$ cat src/rtl/ibex_pkg.sv
// ----------------------------------------------------------------------------
// ibex_pkg
// Shared types and constants for the register-file write-back buffer.
//   RF_WB_DEPTH_DEFAULT : default number of buffered write-back entries
//   RF_WB_ADDR_W        : register index width
//   rf_wb_entry_t       : one buffered write (destination index + data)
// ----------------------------------------------------------------------------
package ibex_pkg;

    localparam int RF_WB_DEPTH_DEFAULT = 4;
    localparam int RF_WB_ADDR_W        = 5;

    typedef struct packed {
        logic [4:0]  addr;
        logic [31:0] data;
    } rf_wb_entry_t;

endpackage

$ cat src/rtl/ibex_rf_wb_fwd.sv
// ----------------------------------------------------------------------------
// ibex_rf_wb_fwd
// Youngest-match search over the write-buffer entries for one read port.
// Entries are visited in age order starting at the head (oldest).
// A later (younger) match overrides an earlier one, so the result reflects the
// most recent pending write to the register.
// Register x0 never hits.
// Ports:
//   head_i   : index of the oldest entry
//   valid_i  : per-entry valid bits
//   addr_i   : packed entry addresses, entry n at [n*5 +: 5]
//   data_i   : packed entry data, entry n at [n*DataWidth +: DataWidth]
//   raddr_i  : read-port address to look up
//   hit_o    : some valid entry matches raddr_i (raddr_i != 0)
//   data_o   : data of the youngest matching entry, 0 when no hit
// ----------------------------------------------------------------------------
module ibex_rf_wb_fwd #(
    parameter int  DEPTH     = 4,
    parameter int  DataWidth = 32,
    localparam int PtrW      = $clog2(DEPTH)
) (
    input  logic [PtrW-1:0]            head_i,
    input  logic [DEPTH-1:0]           valid_i,
    input  logic [DEPTH*5-1:0]         addr_i,
    input  logic [DEPTH*DataWidth-1:0] data_i,
    input  logic [4:0]                 raddr_i,
    output logic                       hit_o,
    output logic [DataWidth-1:0]       data_o
);

    logic [4:0]           addr_u   [DEPTH];
    logic [DataWidth-1:0] data_u   [DEPTH];
    logic [PtrW-1:0]      age_idx  [DEPTH];
    logic [DataWidth-1:0] data_age [DEPTH];
    logic [DEPTH-1:0]     match_age;

    // age_idx[k] is the storage slot of the k-th oldest entry
    for (genvar gi = 0; gi < DEPTH; gi++) begin : g_age
        assign addr_u[gi]    = addr_i[gi*5 +: 5];
        assign data_u[gi]    = data_i[gi*DataWidth +: DataWidth];
        assign age_idx[gi]   = head_i + PtrW'(gi);
        assign match_age[gi] = valid_i[age_idx[gi]] && (addr_u[age_idx[gi]] == raddr_i);
        assign data_age[gi]  = data_u[age_idx[gi]];
    end

    always_comb begin
        hit_o  = 1'b0;
        data_o = '0;
        if (raddr_i != 5'd0) begin
            for (int k = 0; k < DEPTH; k++) begin
                if (match_age[k]) begin
                    hit_o  = 1'b1;
                    data_o = data_age[k];
                end
            end
        end
    end

endmodule

$ cat src/rtl/ibex_rf_write_buffer.sv
// ----------------------------------------------------------------------------
// ibex_rf_write_buffer
// Circular FIFO that decouples write-back from a register file that may stall.
// Writes to x0 are accepted and dropped.
// Entries drain in order whenever the register file is not stalling.
// Optional forwarding of pending writes to two read ports is enabled by
// defining the macro IBEX_RF_WB_FWD_EN. When the macro is undefined, the
// forwarding outputs are tied to zero.
// Ports:
//   clk_i, rst_i                      : clock, synchronous active-high reset
//   wb_valid_i/wb_ready_o             : write-back request handshake
//   wb_addr_i/wb_data_i               : write-back destination and data
//   rf_stall_i                        : register file refuses writes this cycle
//   rf_we_o/rf_waddr_o/rf_wdata_o     : register-file write port (head entry)
//   fwd_raddr_{a,b}_i                 : read addresses for forwarding lookup
//   fwd_hit_{a,b}_o/fwd_data_{a,b}_o  : forwarding result per read port
//   level_o, empty_o                  : occupancy status
// ----------------------------------------------------------------------------
module ibex_rf_write_buffer
    import ibex_pkg::*;
#(
    parameter int DEPTH     = RF_WB_DEPTH_DEFAULT,
    parameter int DataWidth = 32
) (
    input  logic                       clk_i,
    input  logic                       rst_i,
    input  logic                       wb_valid_i,
    output logic                       wb_ready_o,
    input  logic [4:0]                 wb_addr_i,
    input  logic [DataWidth-1:0]       wb_data_i,
    input  logic                       rf_stall_i,
    output logic                       rf_we_o,
    output logic [4:0]                 rf_waddr_o,
    output logic [DataWidth-1:0]       rf_wdata_o,
    input  logic [4:0]                 fwd_raddr_a_i,
    input  logic [4:0]                 fwd_raddr_b_i,
    output logic                       fwd_hit_a_o,
    output logic                       fwd_hit_b_o,
    output logic [DataWidth-1:0]       fwd_data_a_o,
    output logic [DataWidth-1:0]       fwd_data_b_o,
    output logic [$clog2(DEPTH):0]     level_o,
    output logic                       empty_o
);

    localparam int PtrW = $clog2(DEPTH);
    localparam int LvlW = PtrW + 1;

    logic [4:0]           addr_q [DEPTH];
    logic [DataWidth-1:0] data_q [DEPTH];
    logic [DEPTH-1:0]     valid_q, valid_d;
    logic [PtrW-1:0]      head_q, head_d;
    logic [PtrW-1:0]      tail_q, tail_d;
    logic [LvlW-1:0]      level_q, level_d;

    logic accept, push, pop;

    // Ready depends only on registered occupancy, so a full buffer refuses
    // input even if the head drains in the same cycle.
    assign wb_ready_o = (level_q != LvlW'(DEPTH));
    assign empty_o    = (level_q == '0);
    assign level_o    = level_q;

    assign accept = wb_valid_i && wb_ready_o;
    assign push   = accept && (wb_addr_i != 5'd0);
    assign pop    = rf_we_o;

    assign rf_we_o    = !empty_o && !rf_stall_i;
    assign rf_waddr_o = empty_o ? 5'd0 : addr_q[head_q];
    assign rf_wdata_o = empty_o ? '0   : data_q[head_q];

    always_comb begin
        head_d  = pop  ? head_q + 1'b1 : head_q;
        tail_d  = push ? tail_q + 1'b1 : tail_q;
        level_d = level_q;
        case ({push, pop})
            2'b10:   level_d = level_q + 1'b1;
            2'b01:   level_d = level_q - 1'b1;
            default: level_d = level_q;
        endcase
    end

    // When full, head and tail alias. Set must win over clear so a
    // simultaneous drain and refill keeps the slot valid.
    for (genvar gi = 0; gi < DEPTH; gi++) begin : g_valid
        assign valid_d[gi] = (valid_q[gi] && !(pop && (head_q == PtrW'(gi))))
                           || (push && (tail_q == PtrW'(gi)));
    end

    always_ff @(posedge clk_i) begin
        if (rst_i) begin
            head_q  <= '0;
            tail_q  <= '0;
            level_q <= '0;
            valid_q <= '0;
        end else begin
            head_q  <= head_d;
            tail_q  <= tail_d;
            level_q <= level_d;
            valid_q <= valid_d;
        end
    end

    // Payload storage needs no reset; valid bits gate every use of it.
    always_ff @(posedge clk_i) begin
        if (push) begin
            addr_q[tail_q] <= wb_addr_i;
            data_q[tail_q] <= wb_data_i;
        end
    end

`ifdef IBEX_RF_WB_FWD_EN
    logic [DEPTH*5-1:0]         addr_flat;
    logic [DEPTH*DataWidth-1:0] data_flat;

    for (genvar gi = 0; gi < DEPTH; gi++) begin : g_flat
        assign addr_flat[gi*5 +: 5]                 = addr_q[gi];
        assign data_flat[gi*DataWidth +: DataWidth] = data_q[gi];
    end

    ibex_rf_wb_fwd #(
        .DEPTH     (DEPTH),
        .DataWidth (DataWidth)
    ) u_fwd_a (
        .head_i  (head_q),
        .valid_i (valid_q),
        .addr_i  (addr_flat),
        .data_i  (data_flat),
        .raddr_i (fwd_raddr_a_i),
        .hit_o   (fwd_hit_a_o),
        .data_o  (fwd_data_a_o)
    );

    ibex_rf_wb_fwd #(
        .DEPTH     (DEPTH),
        .DataWidth (DataWidth)
    ) u_fwd_b (
        .head_i  (head_q),
        .valid_i (valid_q),
        .addr_i  (addr_flat),
        .data_i  (data_flat),
        .raddr_i (fwd_raddr_b_i),
        .hit_o   (fwd_hit_b_o),
        .data_o  (fwd_data_b_o)
    );
`else
    logic unused_fwd;
    assign unused_fwd   = ^{fwd_raddr_a_i, fwd_raddr_b_i};
    assign fwd_hit_a_o  = 1'b0;
    assign fwd_hit_b_o  = 1'b0;
    assign fwd_data_a_o = '0;
    assign fwd_data_b_o = '0;
`endif

endmodule

$ cat config.mk
export PLATFORM = sky130hd
export DESIGN_NAME = ibex_rf_write_buffer
export DESIGN_NICKNAME = d
export VERILOG_FILES = /design/src/rtl/ibex_pkg.sv /design/src/rtl/ibex_rf_wb_fwd.sv /design/src/rtl/ibex_rf_write_buffer.sv
export SDC_FILE = /design/constraint.sdc
export NUM_CORES = 1
export LEC_CHECK = 0
export CORE_UTILIZATION = 30
export CTS_BUF_LIST = sky130_fd_sc_hd__clkbuf_4 sky130_fd_sc_hd__clkbuf_8
export DETAILED_ROUTE_END_ITERATION = 12
export GPL_ROUTABILITY_DRIVEN = 0
export PLACE_DENSITY_LB_ADDON = 0.2
export SETUP_SLACK_MARGIN = 0.3
export SLEW_MARGIN = 20
export SYNTH_ARGS = -nofsm -noshare
export SYNTH_HDL_FRONTEND = slang
export SYNTH_SLANG_ARGS = --single-unit
$ cat constraint.sdc
create_clock -name clk_i -period 3.2 [get_ports clk_i]
set_input_delay 0.64 -clock clk_i [delete_from_list [all_inputs] [get_ports clk_i]]
set_output_delay 0.64 -clock clk_i [all_outputs]
set_load 0.1 [all_outputs]
**Yosys cells after proc, flatten, opt, wreduce, memory -nomap -nowiden**

Memory sizes are Yosys's and may differ from the RTL's. A register that Yosys moved wholly into a read port is not among the register bits.
Index checks and enable logic that the tools add are counted.

- Bits in writable memories: 148
- Output and inout port bits: 109
- Memories kept: 2
- Logic and storage cells: 29
- Input port bits: 51
- Bits in registers: 7

Memories:

| memory | depth | bits a word | rd ports | clocked after memory_dff | wr ports | line | text |
|---|---|---|---|---|---|---|---|
| data_q | 4 | 32 | 1 | 1 | 1 | ibex_rf_write_buffer.sv:49 | `logic [DataWidth-1:0] data_q [DEPTH];` |
| addr_q | 4 | 5 | 1 | 1 | 1 | ibex_rf_write_buffer.sv:48 | `logic [4:0] addr_q [DEPTH];` |

- Reduce and logical (&&, ||, !) cells: 8
- Equal/unequal tests: 3
- $add $sub $neg: 4
- Mux-type cells: 9

Operator list:

| cell | number |
|---|---|
| 32-bit two-way mux | 1 |
| 2-bit two-way mux | 4 |
| 3-bit case mux with 2 select lines | 1 |
| 5-bit two-way mux | 1 |
| 5-bit nonzero test | 1 |
| 2-bit by 1-bit adder with 2-bit output (second input constant) | 2 |
| 3-bit by 1-bit adder with 3-bit output (second input constant) | 1 |
| 1-bit logical AND | 3 |
| 3-bit logical NOT | 1 |
| 3-bit != test (second input constant) | 1 |
| 3-bit by 1-bit subtractor with 3-bit output (second input constant) | 1 |
| 2-bit by 1-bit == test with 1-bit output (second input constant) | 1 |
| 2-bit == test (second input constant) | 1 |
| 1-bit logical NOT | 2 |
| 1-bit two-way mux | 2 |
| 2-bit nonzero test | 1 |

**Longest topological paths before layout**

- Word-level depth: 5
- Depth in mapped cells: 9
- Gate-level depth less buffers: 9

**Worst setup path before layout**

Ideal clock, no wire load.

- Kind: flip-flop to flip-flop
- From: reg level_q[2] (netlist: level_o[2])
- To: reg level_q[2] (netlist: level_o[2])
- Buffers on the path: 1
- Setup slack: -1.635 ns
- Data arrival time: 4.765 ns
- Cell stages (with the launch flop): 10
- Data required time: 3.130 ns
- Setup time: 0.070 ns
- Period minus slack after synthesis: 4.835 ns
- Cell sequence: dfxtp_1 -> nor3_1 -> clkbuf_1 -> nor2_1 -> ha_1 -> inv_1 -> fa_1 -> xor2_1 -> or3_1 -> a21oi_1

- Longest elaborated chain between the ends: 5
- Elaborated cells on any way between the ends: 12
- Classes of those cells: add/sub: 2; eq/ne: 3; mux: 1; reduce/logical: 6

Ends and longest elaborated chain:

| what | line | text |
|---|---|---|
| start: declaration | ibex_rf_write_buffer.sv:53 | `logic [LvlW-1:0] level_q, level_d;` |
| start signal: assignment | ibex_rf_write_buffer.sv:98 | `level_q <= level_d;` |
| 3-bit logical NOT (*) | ibex_rf_write_buffer.sv:60 | `assign empty_o = (level_q == '0);` |
| named net empty_o | ibex_rf_write_buffer.sv:42 | `output logic empty_o` |
| 1-bit logical NOT (*) | ibex_rf_write_buffer.sv:67 | `assign rf_we_o = !empty_o && !rf_stall_i;` |
| 1-bit logical AND (*) | ibex_rf_write_buffer.sv:67 |  |
| named net rf_we_o | ibex_rf_write_buffer.sv:32 | `output logic rf_we_o,` |
| 2-bit by 1-bit == test with 1-bit output / 2-bit == test (equally long branches) | ibex_rf_write_buffer.sv:75 | `case ({push, pop})` |
| 3-bit case mux with 2 select lines / 2-bit nonzero test (equally long branches) | n/a |  |

Mark *: on every way through the listed nets, which the timed path passes. The rest lies on a longest branch.
A chain may end at the register's enable or synchronous reset.

**Worst setup path in the final report**

- From: in wb_addr_i[0]
- To: reg level_q[2] (netlist: level_o[2])

- Longest elaborated chain between the ends: 4
- Elaborated cells on any way between the ends: 6
- Classes of those cells: eq/ne: 2; mux: 1; reduce/logical: 3

Ends and longest elaborated chain:

| what | line | text |
|---|---|---|
| start: declaration | ibex_rf_write_buffer.sv:29 | `input logic [4:0] wb_addr_i,` |
| 5-bit nonzero test (*) | ibex_rf_write_buffer.sv:64 | `assign push = accept && (wb_addr_i != 5'd0);` |
| 1-bit logical AND (*) | ibex_rf_write_buffer.sv:64 |  |
| 2-bit by 1-bit == test with 1-bit output / 2-bit == test (equally long branches) | ibex_rf_write_buffer.sv:75 |  |
| 3-bit case mux with 2 select lines / 2-bit nonzero test (equally long branches) | n/a |  |

Every way passes the cells marked *; elsewhere a longest branch is shown, timed or not.

==> impl_results.md <==
- Outcome: finished clean
- Slowest library cell on the worst path: or4_4
- Worst Setup End Kind: register
- # setup viols final: 0
- Max_cap viols: 0
- Initial Util: 0.309
- Chip width: 150 um
- Min Hold Slack: a little over 0.5 ns
- Tot GR Track Use: 0.118
- Met2 usage: 0.198
- Clock slew at reported path FFs: 0.08 ns
- Post-Syn Area: 6580 um^2
- Via density: between 4 and 5
- Global Route met1 Usage: 0.143
- Reg2Reg Launch Point: level_o[0]
- Layout fillers: between 1,500 and 2,000
- Core Box Area: 21,300 um^2
- Initial antenna violation count: 0
- DR vias: 3,213
- RR Endpoint: level_o[2]
- RSZ-0062 raised after global routing: false
- Largest net degree at the start of global routing: 28
- DR pass1 iterations: 5
- Synth Warn #: 0
- Yosys reg bits: 157
- Buffer depth of the longest clock path: 2
- First-pass GRT wire length: 18,900 um
- Hold path depth: 2
- CTS buffer count: 17
- I/O pin count: 160
- H-tree depth: 4
- Syn-to-layout area delta: 28.0%
- Worst r2r path cells: 9
- Num rows: 53
- Flop2flop setup slack: between 0.8 and 0.9 ns
- Post-Syn Instances: 355
- WS Path Type: input pin to register
- Most Frequent Cell on Critical Path: inv_1
- Crit start category: input pin
- Async SR Flop Fraction: 0
- Crit-path max cell delay: roughly 0.54 ns
- Routed WL: 12,300 um
- Worst EP required: 3.56 ns
- Worst-path cell chain: clkdlybuf4s50_1, or4_4, o211a_4, inv_1, ha_1, inv_1, fa_1, xor2_1, or3_1, a21oi_1
- Diodes inserted: 0
- Total die area: 22,500 um^2
- Final Hold Violating Endpoints: 0
- Post-Syn Area per Cell: 18.5 um^2
- Fin Clk Skew: 0.00733 ns
- Drt wl/cell: ~17 um
- WP data arrival: 3.09 ns
- EDFF count, synth: 148
- Layout cells sized above 1: 0.375
- TritonCTS clock tree: done
- Total gr overflow: 0
- DRC: 0
- Root Driver: clkbuf_8
- Top-area cell type share of the netlist area: 0.676
- Final core utilization: 0.395
- Dpl hpwl: 7750 um
- M3 GR Usage: 0.0378
- Vias in the first global route: between 3,000 and 4,000
- Synth top area cells: edfxtp_1, mux4_2, buf_4
- Worst-skew pair later-pin latency: 0.45 ns
- Seq/Total Area, Yosys: 0.703
- Hold wc startpoint: head_q[1]
- Fin crit share: 0.852
- CTS Sinks: 157
- Unique cell type count in the Yosys netlist: 26
- Minimum clock period: 2.73 ns
- Post-route ant nets: 0
- Fmax: 0.367 GHz
- Die Span Y: 150 um
- Top_reg_cell synth: edfxtp_1
- Largest area contributor in the netlist: edfxtp_1
- Worst-path fanout max: 2
- Min-Delay Path Class: register to register
- Final #Nets: 518
- Port bufs: 83
- Final Max Tran Viols: 0
- Drt first-iter violations: between 100 and 150
- GRT busiest layer: met2
-- cells by family after synthesis --
kind of cell             Yosys count  synth area share
buffers and inverters             86            0.0894
other                              1          0.000570
flip-flops                       157             0.703
AO/OA/AOI/OAI                      9           0.00913
AND/OR/NAND/NOR                   55            0.0519
multiplexers                      39             0.131
XOR/XNOR                           2           0.00266
adder cells (fa/ha/maj)            6            0.0126
-- synthesized netlist by cell type, types with 2 or more instances --
| cell type | n |
|---|---|
| a21oi_1 | 5 |
| buf_4 | 70 |
| and2_2 | 4 |
| o21ai_0 | 2 |
| edfxtp_1 | 148 |
| nand2b_1 | 2 |
| inv_1 | 7 |
| dfxtp_1 | 9 |
| or3_1 | 2 |
| buf_2 | 2 |
| ha_1 | 5 |
| mux4_2 | 37 |
| nor2_1 | 6 |
| xor2_1 | 2 |
| nor2b_1 | 37 |
| clkbuf_1 | 7 |
-- flip-flops by register name, summed over array words and instances, names as in the netlist, named ones only --
signal / count
head_q: 2
level_o: 3
tail_q: 2
addr_q: 20
data_q: 128
-- critical path, delay by kind of cell --
kind                       cells  cell delay (ns)
adders and majority gates      2             0.52
AOI/OAI and AO/OA              2             0.39
and+or+nand+nor                2             0.85
buffers and inverters          3             0.53
xor gates and xnor gates       1             0.16
-- layout by cell type, fill, tap and decap left out, types with 2 or more instances in the layout --
cell	synthesis	routed
edfxtp_1	148	148
conb_1	1	66
clkdlybuf4s50_1	0	39
mux4_2	37	37
nor2b_2	0	37
buf_4	70	31
buf_12	0	30
clkbuf_8	0	17
inv_1	7	7
bufinv_16	0	6
a21oi_1	5	5
nor2_1	6	5
ha_1	5	5
and2_2	4	4
dfxtp_4	0	4
dfxtp_1	9	4
clkinv_1	0	3
o21ai_0	2	2
or3_1	2	2
xor2_1	2	2
nand2b_1	2	2
-- layout make-up --
type / instances / area [um^2] / area share
Clock buffer: 17 / 234 / 0.0278
Clock inverter: 13 / 221 / 0.0263
Inverter: 7 / 26.3 / 0.00312
Multi-Input combinational cell: 177 / 1710 / 0.204
Sequential cell: 157 / 4640 / 0.551
Tap cell: 275 / 344 / 0.0409
Timing Repair Buffer: 101 / 1240 / 0.147
-- per-layer routing --
| metal | wire length, um | part of all wire |
|---|---|---|
| met2 | 6250 | 0.51 |
| met5 | 0 | 0 |
| met1 | 5340 | 0.43 |
| met3 | 615 | 0.050 |
| met4 | 141 | 0.011 |
-- through the flow --
stage / setup TNS [ns] / worst slack (ns) / instances / area, um^2
5_1_grt: 0 / 0.354 / 747 / 8420
3_3_place_gp: -0.0248 / -0.0248 / 715 / 7930
6_report: 0 / 0.474 / 747 / 8420
4_1_cts: 0 / 0.409 / 747 / 8410
3_5_place_dp: -0.0664 / -0.0664 / 715 / 7930
2_1_floorplan: 0 / 0.220 / 420 / 6940
-- worst max path at each step --
stage                       from             end  slack, ns  cells past startpoint
finish              wb_addr_i[0]      level_o[2]       0.47                     10
global route        wb_addr_i[0]      level_o[2]       0.35                     10
CTS                     register  rf_wdata_o[23]       0.41                      4
detailed placement  wb_addr_i[3]      level_o[2]      -0.07                     10
global placement    wb_addr_i[3]      level_o[2]      -0.02                     10
floorplan             level_o[2]      level_o[2]       0.22                      9
-- repair_timing --
item                                    4_1_cts  5_1_grt
hold buffers                                  0        0
buffers inserted                              2        0
pin swaps                                     0        0
gates resized for setup                       0        1
endpoints found under the setup margin       20        1
Power is not shown: default switching activity piles up to over one toggle a cycle in this logic, so the estimate is an artifact.
